==> src/rtl/button_pulse_gen_pkg.sv <==
// Shared definitions for the button conditioning block: pulse FSM state
// encodings and the counter-width helper, also reused by the counter bench.
package button_pulse_gen_pkg;

  typedef enum logic [1:0] {
    ST_IDLE   = 2'd0,
    ST_HELD   = 2'd1,
    ST_REPEAT = 2'd2
  } state_e;

  // Bits needed to hold values 0..x-1, never less than one bit.
  function automatic int unsigned clog2_min1(input int unsigned x);
    return (x <= 1) ? 1 : $clog2(x);
  endfunction

endpackage

==> src/rtl/button_pulse_gen_if.sv <==
// Button-side signal bundle.
//   btn_in : raw asynchronous push-button (driven by master)
//   level  : debounced button state (driven by slave)
//   pulse  : one-cycle strobe to the counter enable (driven by slave)
interface button_pulse_gen_if;
  logic btn_in;
  logic level;
  logic pulse;

  modport master (output btn_in, input level, input pulse);
  modport slave  (input btn_in, output level, output pulse);
endinterface

==> src/rtl/button_pulse_gen_sync_2ff.sv <==
// Generic two-flop synchronizer for an asynchronous single-bit input.
//   clk   : destination clock
//   reset : synchronous active-high reset, clears both flops
//   d     : asynchronous input
//   q     : synchronized output
module sync_2ff (
  input  logic clk,
  input  logic reset,
  input  logic d,
  output logic q
);

  logic sync_a;

  always_ff @(posedge clk) begin
    if (reset) begin
      sync_a <= 1'b0;
      q      <= 1'b0;
    end else begin
      sync_a <= d;
      q      <= sync_a;
    end
  end

endmodule

==> src/rtl/button_pulse_gen.sv <==
// Push-button conditioner: synchronizes and debounces a raw button, then
// emits a one-cycle strobe per press plus optional auto-repeat strobes.
//   clk   : single clock
//   reset : synchronous active-high reset
//   bus   : slave side of button_pulse_gen_if (btn_in in; level, pulse out)
module button_pulse_gen
  import button_pulse_gen_pkg::*;
#(
  parameter int unsigned STABLE_CYCLES = 4,
  parameter int unsigned REPEAT_DELAY  = 8,
  parameter int unsigned REPEAT_PERIOD = 3
) (
  input  logic                     clk,
  input  logic                     reset,
  button_pulse_gen_if.slave        bus
);

  localparam int unsigned STAB_W  = clog2_min1(STABLE_CYCLES);
  localparam int unsigned RPT_MAX = (REPEAT_DELAY > REPEAT_PERIOD) ? REPEAT_DELAY : REPEAT_PERIOD;
  localparam int unsigned RPT_W   = clog2_min1(RPT_MAX);

  localparam logic [STAB_W-1:0] STAB_LAST   = STAB_W'(STABLE_CYCLES - 1);
  localparam logic [RPT_W-1:0]  DELAY_LAST  = RPT_W'(REPEAT_DELAY - 1);
  localparam logic [RPT_W-1:0]  PERIOD_LAST = RPT_W'(REPEAT_PERIOD - 1);
  localparam logic [RPT_W-1:0]  RPT_SAT     = {RPT_W{1'b1}};

  logic              btn_s;
  logic              level_q;
  logic              level_nxt;
  logic [STAB_W-1:0] stab_cnt;
  logic [STAB_W-1:0] stab_cnt_nxt;
  state_e            state;
  state_e            state_nxt;
  logic [RPT_W-1:0]  rpt_cnt;
  logic [RPT_W-1:0]  rpt_cnt_nxt;
  logic              pulse_q;
  logic              pulse_nxt;

  sync_2ff u_sync (
    .clk   (clk),
    .reset (reset),
    .d     (bus.btn_in),
    .q     (btn_s)
  );

  // Debounce: level follows btn_s only after STABLE_CYCLES disagreeing samples.
  always_comb begin
    level_nxt    = level_q;
    stab_cnt_nxt = '0;
    if (btn_s != level_q) begin
      if (stab_cnt == STAB_LAST) begin
        level_nxt = btn_s;
      end else begin
        stab_cnt_nxt = stab_cnt + STAB_W'(1);
      end
    end
  end

  // Pulse FSM works on the level being committed this edge, so a falling
  // level always overrides a coincident repeat strobe.
  always_comb begin
    state_nxt   = state;
    rpt_cnt_nxt = rpt_cnt;
    pulse_nxt   = 1'b0;
    case (state)
      ST_IDLE: begin
        if (level_nxt) begin
          pulse_nxt   = 1'b1;
          rpt_cnt_nxt = '0;
          state_nxt   = ST_HELD;
        end
      end
      ST_HELD: begin
        if (!level_nxt) begin
          rpt_cnt_nxt = '0;
          state_nxt   = ST_IDLE;
        end else if ((REPEAT_DELAY != 0) && (rpt_cnt == DELAY_LAST)) begin
          pulse_nxt   = 1'b1;
          rpt_cnt_nxt = '0;
          state_nxt   = ST_REPEAT;
        end else if (rpt_cnt != RPT_SAT) begin
          rpt_cnt_nxt = rpt_cnt + RPT_W'(1);
        end
      end
      ST_REPEAT: begin
        if (!level_nxt) begin
          rpt_cnt_nxt = '0;
          state_nxt   = ST_IDLE;
        end else if (rpt_cnt == PERIOD_LAST) begin
          pulse_nxt   = 1'b1;
          rpt_cnt_nxt = '0;
        end else begin
          rpt_cnt_nxt = rpt_cnt + RPT_W'(1);
        end
      end
      default: begin
        rpt_cnt_nxt = '0;
        state_nxt   = ST_IDLE;
      end
    endcase
  end

  // State and output registers.
  always_ff @(posedge clk) begin
    if (reset) begin
      level_q  <= 1'b0;
      stab_cnt <= '0;
      state    <= ST_IDLE;
      rpt_cnt  <= '0;
      pulse_q  <= 1'b0;
    end else begin
      level_q  <= level_nxt;
      stab_cnt <= stab_cnt_nxt;
      state    <= state_nxt;
      rpt_cnt  <= rpt_cnt_nxt;
      pulse_q  <= pulse_nxt;
    end
  end

  assign bus.level = level_q;
  assign bus.pulse = pulse_q;

endmodule

==> src/flat_wrapper.sv <==
// flat-port wrapper written by rule: the top's interface ports become plain ports
module button_pulse_gen_flat import button_pulse_gen_pkg::*;
#(
  parameter int unsigned STABLE_CYCLES = 4,
  parameter int unsigned REPEAT_DELAY  = 8,
  parameter int unsigned REPEAT_PERIOD = 3
)
  (clk, reset, bus_btn_in, bus_level, bus_pulse);
  button_pulse_gen_if bus_i ();
  input  logic clk;
  input  logic reset;
  input wire logic [$bits(bus_i.btn_in)-1:0] bus_btn_in;
  output wire logic [$bits(bus_i.level)-1:0] bus_level;
  output wire logic [$bits(bus_i.pulse)-1:0] bus_pulse;
  assign bus_i.btn_in = bus_btn_in;
  assign bus_level = bus_i.level;
  assign bus_pulse = bus_i.pulse;
  button_pulse_gen #(.STABLE_CYCLES(STABLE_CYCLES), .REPEAT_DELAY(REPEAT_DELAY), .REPEAT_PERIOD(REPEAT_PERIOD)) u_core (.clk(clk), .reset(reset), .bus(bus_i));
endmodule
==> config.mk <==
export PLATFORM = sky130hd
export DESIGN_NAME = button_pulse_gen_flat
export DESIGN_NICKNAME = d
export VERILOG_FILES = /design/src/rtl/button_pulse_gen_pkg.sv /design/src/rtl/button_pulse_gen_if.sv /design/src/rtl/button_pulse_gen_sync_2ff.sv /design/src/rtl/button_pulse_gen.sv /design/src/flat_wrapper.sv
export SDC_FILE = /design/constraint.sdc
export NUM_CORES = 1
export LEC_CHECK = 0
export CAP_MARGIN = 20
export CORE_AREA = 3 3 45 47
export CTS_BUF_LIST = sky130_fd_sc_hd__clkbuf_2 sky130_fd_sc_hd__clkbuf_4 sky130_fd_sc_hd__clkbuf_8
export DETAILED_ROUTE_END_ITERATION = 6
export DIE_AREA = 0 0 48 50
export DONT_BUFFER_PORTS = 1
export PLACE_DENSITY = 0.52
export SLEW_MARGIN = 25
export SYNTH_ARGS = -nofsm -noshare
export SYNTH_HDL_FRONTEND = slang
export SYNTH_SLANG_ARGS = --single-unit
==> constraint.sdc <==
create_clock -name clk -period 4.3 [get_ports clk]
set_input_delay 0.645 -clock clk [delete_from_list [all_inputs] [get_ports clk]]
set_output_delay 0.645 -clock clk [all_outputs]
set_load 0.05 [all_outputs]
==> Implementation_results.wiki <==
{| class="wikitable"
! Metric !! Value
|-
| Cell at the root of the clock tree || sky130_fd_sc_hd__clkbuf_4
|-
| Worst-path cell with the longest stage delay || sky130_fd_sc_hd__dfxtp_1
|-
| Wire length per cell after detailed routing || 10.88 um
|-
| Count of unique library cells instantiated by Yosys || 25
|-
| Area occupied by multi-input gates || 335.3 um2
|-
| Top library cells by usage in the layout, fill and taps aside || sky130_fd_sc_hd__dfxtp_1, sky130_fd_sc_hd__ha_1, sky130_fd_sc_hd__inv_1, sky130_fd_sc_hd__nand2_1, sky130_fd_sc_hd__clkbuf_4
|-
| Wire length reported by the detailed router || 881 um
|-
| Multiplexer area fraction after synthesis || 0.06237
|-
| DRC violations left || 0
|-
| Die Outline Area || 2400 um2
|-
| Sequential fraction of the synthesis area || 0.3785
|-
| Reported max-cap violation count || 0
|-
| Highest cell delay on the worst timing path || 700 ps
|-
| Required time of the worst setup path || 4490 ps
|-
| Pin count of the biggest net entering global routing || 11
|-
| Commonest non-fill, non-tap cell in the layout || sky130_fd_sc_hd__dfxtp_1
|-
| Met3 routed wirelength || 33 um
|-
| Bufs on Longest Clock Path || 2
|-
| Cell type contributing the most total cell area after synthesis || sky130_fd_sc_hd__dfxtp_1
|-
| Mean cell area of the mapped netlist || 9.538 um2
|-
| Unrepaired setup endpoints after global routing || no
|-
| Total congestion overflow || 0
|-
| Number of resized instances in the post-cts repair step || 0
|-
| Vias post-DR || 396
|-
| Tightest Pin Transition || 595.8 ps
|-
| Antenna viol nets, final || 0
|-
| Wire length on met2 || 395 um
|-
| Ports placed on the boundary || 5
|-
| Count of standard-cell rows || 15
|-
| Fraction of post-synthesis cell area in the top cell type by area || 0.3785
|-
| IR Drop Worst-Case VDD || 0.2454 mV
|-
| Max-slew violation total from the final report || 0
|-
| Power after layout || 196.4 uW
|-
| Port-buffer cells || 0
|-
| Half-perimeter wire length of the detailed placement result || 719.1 um
|-
| H-tree depth || 1
|-
| Fillcell total || 179
|-
| Total setup buffers inserted after CTS || 0
|-
| Cell Count, Final, Fillers Out || 81
|-
| Sum of negative setup slack || 0 ps
|-
| Number of failing hold endpoints at the final stage || 0
|-
| Placeable core region || 1689 um2
|-
| Hold buffers post-CTS || 0
|-
| Initial core utilization || 0.3444
|-
| Number of register bits inferred by synthesis || 11
|-
| Cell area after technology mapping || 581.8 um2
|-
| Number of cells in the design after placement || 77
|-
| Nature of the critical path startpoint || flop
|-
| Combinational family with the most area after synthesis || simple AND/OR/NAND/NOR gates
|-
| Number of nets in the layout || 77
|-
| Wire length of the first global-routing pass || 1704 um
|-
| Static Leakage || 0.2633 nW
|-
| Via count of the first global-routing pass || 424
|-
| Initial antenna violation count || 0
|-
| Number of warning messages in the yosys log || 0
|-
| Worst setup slack for register-to-register paths || 2690 ps
|-
| Adder and majority cell fraction of the synthesized area || 0.1935
|-
| Kind of cell adding the most delay to the critical path || flip-flops
|-
| DRT met1 WL || 452 um
|-
| Power Dens Cells || 312.1 nW/um2
|-
| Clk Latency, worst-skew pair || 260 ps
|-
| Crit path kind || reg2reg
|-
| Area growth from synthesis to layout || 8.172%
|-
| Final worst path period share || 0.3747
|-
| Critical Path Sink Type || flop
|-
| Storage cell area || 220.2 um2
|-
| Nets in the synthesized netlist || 73
|-
| Area fraction in compound gates after synthesis || 0.1011
|-
| Critical path buffer and inverter count || 0
|-
| Tot GR Track Use || 0.1058
|-
| Crit path arrival time || 1800 ps
|-
| Vertical die dimension || 50 um
|-
| Highest routing layer actually used || met3
|-
| Max transition margin || 0.6023
|-
| Cell types occupying the most area after synthesis || sky130_fd_sc_hd__dfxtp_1, sky130_fd_sc_hd__ha_1, sky130_fd_sc_hd__inv_1
|-
| Setup clock skew after layout || 1.907 ps
|-
| Number of DRC markers in iteration 0 || 8
|-
| Clock-pin slew of the registers on the worst-case setup and hold paths || 60 ps
|-
| CP cell instances || mux2_2 > nor2_2 > or3_1 > a21oi_1
|-
| Initial DRT Pass Iterations || 2
|-
| Share of synthesized cell area in and, or, nand and nor gates || 0.2043
|-
| Minimum clock period after layout || 1611 ps
|-
| Run status || finished clean
|-
| Final setup viols || 0
|-
| Fmax || 620.7 MHz
|-
| Horizontal die dimension || 48 um
|-
| Sinks on Clock Net || 11
|-
| Hold crit path type || reg2reg
|-
| Layout cells sized above 1 || 0.1563
|-
| Post-detailed-route via-to-cell ratio || 4.889
|-
| Final weighted congestion of routability-driven global placement || 0.7430
|-
| Number of instances in the synthesized netlist || 61
|-
| Clock tree from TritonCTS || yes
|-
| CTS Buf Count || 3
|-
| Antenna cells || 0
|-
| Synthesized-area fraction occupied by xor and xnor cells || 0.01505
|-
| Max FO, Critical Path || 4
|}
[worst paths after layout]
kind	startpoint	endpoint	cells after the start
setup / recovery	u_core.bus.level$_SDFF_PP0_	u_core.state[0]$_SDFFE_PP0P_	4
setup reg to reg	u_core.bus.level$_SDFF_PP0_	u_core.state[0]$_SDFFE_PP0P_	4
hold / removal	u_core.stab_cnt[0]$_SDFF_PP0_	u_core.stab_cnt[0]$_SDFF_PP0_	1
hold reg to reg	u_core.stab_cnt[0]$_SDFF_PP0_	u_core.stab_cnt[0]$_SDFF_PP0_	1
[sequential cells by signal, summed over array words and instances, names as in the netlist]
| register | cells |
|---|---|
| u_core.bus.level | 1 |
| u_core.rpt_cnt | 3 |
| u_core.u_sync.q | 1 |
| u_core.stab_cnt | 2 |
| u_core.u_sync.sync_a | 1 |
| u_core.bus.pulse | 1 |
| u_core.state | 2 |
[final cells by class]
class                      count  area share
clock buffer                   4     0.04771
multi-input combinational     43      0.5328
inverter                       6     0.03579
tap                           17     0.03380
sequential                    11      0.3499
[metrics by stage]
step           setup slack, ps  instance area, um2    util  hold slack, ps
2_1_floorplan             2781               581.8       -           396.0
5_1_grt                   2536               629.4  0.3726           414.7
6_report                  2689               629.4  0.3726           413.8
3_3_place_gp              2710               599.3  0.3548           403.6
3_5_place_dp              2695               599.3  0.3548           412.2
4_1_cts                   2669               629.4  0.3726           421.5
[cells by family (layout without fill, tap and decap cells)]
group	Yosys count	count (layout)
DFF	11	11
xor gates and xnor gates	1	1
and+or+nand+nor	21	21
adders and majority gates	9	9
buffers and inverters	7	10
AOI/OAI and AO/OA	9	9
muxes	3	3
[Yosys cell counts]
| master | instances |
|---|---|
| sky130_fd_sc_hd__o21ai_0 | 1 |
| sky130_fd_sc_hd__clkbuf_1 | 1 |
| sky130_fd_sc_hd__nor2_1 | 3 |
| sky130_fd_sc_hd__mux2i_2 | 1 |
| sky130_fd_sc_hd__xnor2_1 | 1 |
| sky130_fd_sc_hd__inv_1 | 6 |
| sky130_fd_sc_hd__nand2b_1 | 2 |
| sky130_fd_sc_hd__nor3b_1 | 1 |
| sky130_fd_sc_hd__a31oi_1 | 1 |
| sky130_fd_sc_hd__nor3_1 | 1 |
| sky130_fd_sc_hd__nand2_1 | 5 |
| sky130_fd_sc_hd__a21o_1 | 1 |
| sky130_fd_sc_hd__a21oi_1 | 2 |
| sky130_fd_sc_hd__nor2b_1 | 3 |
| sky130_fd_sc_hd__nor4_1 | 2 |
| sky130_fd_sc_hd__mux2_2 | 2 |
| sky130_fd_sc_hd__a2111oi_0 | 1 |
| sky130_fd_sc_hd__or3_1 | 1 |
| sky130_fd_sc_hd__dfxtp_1 | 11 |
| sky130_fd_sc_hd__a2111o_1 | 1 |
| sky130_fd_sc_hd__ha_1 | 9 |
| sky130_fd_sc_hd__or3_2 | 1 |
| sky130_fd_sc_hd__nor2_2 | 1 |
| sky130_fd_sc_hd__nor3b_2 | 1 |
| sky130_fd_sc_hd__o21ai_1 | 2 |
[where the power goes]
part,internal [mW],switching (mW)
registers,0.104,0.00170
clock network,0.0421,0.0304
logic,0.00800,0.00992
[per-layer routing]
metal	vias up	global-route usage
met4	0	0.05381
met2	4	0.1498
met1	178	0.1130
met5	-	0
li1	214	-
met3	0	0.07664
Power figures use the tool's default switching activity.
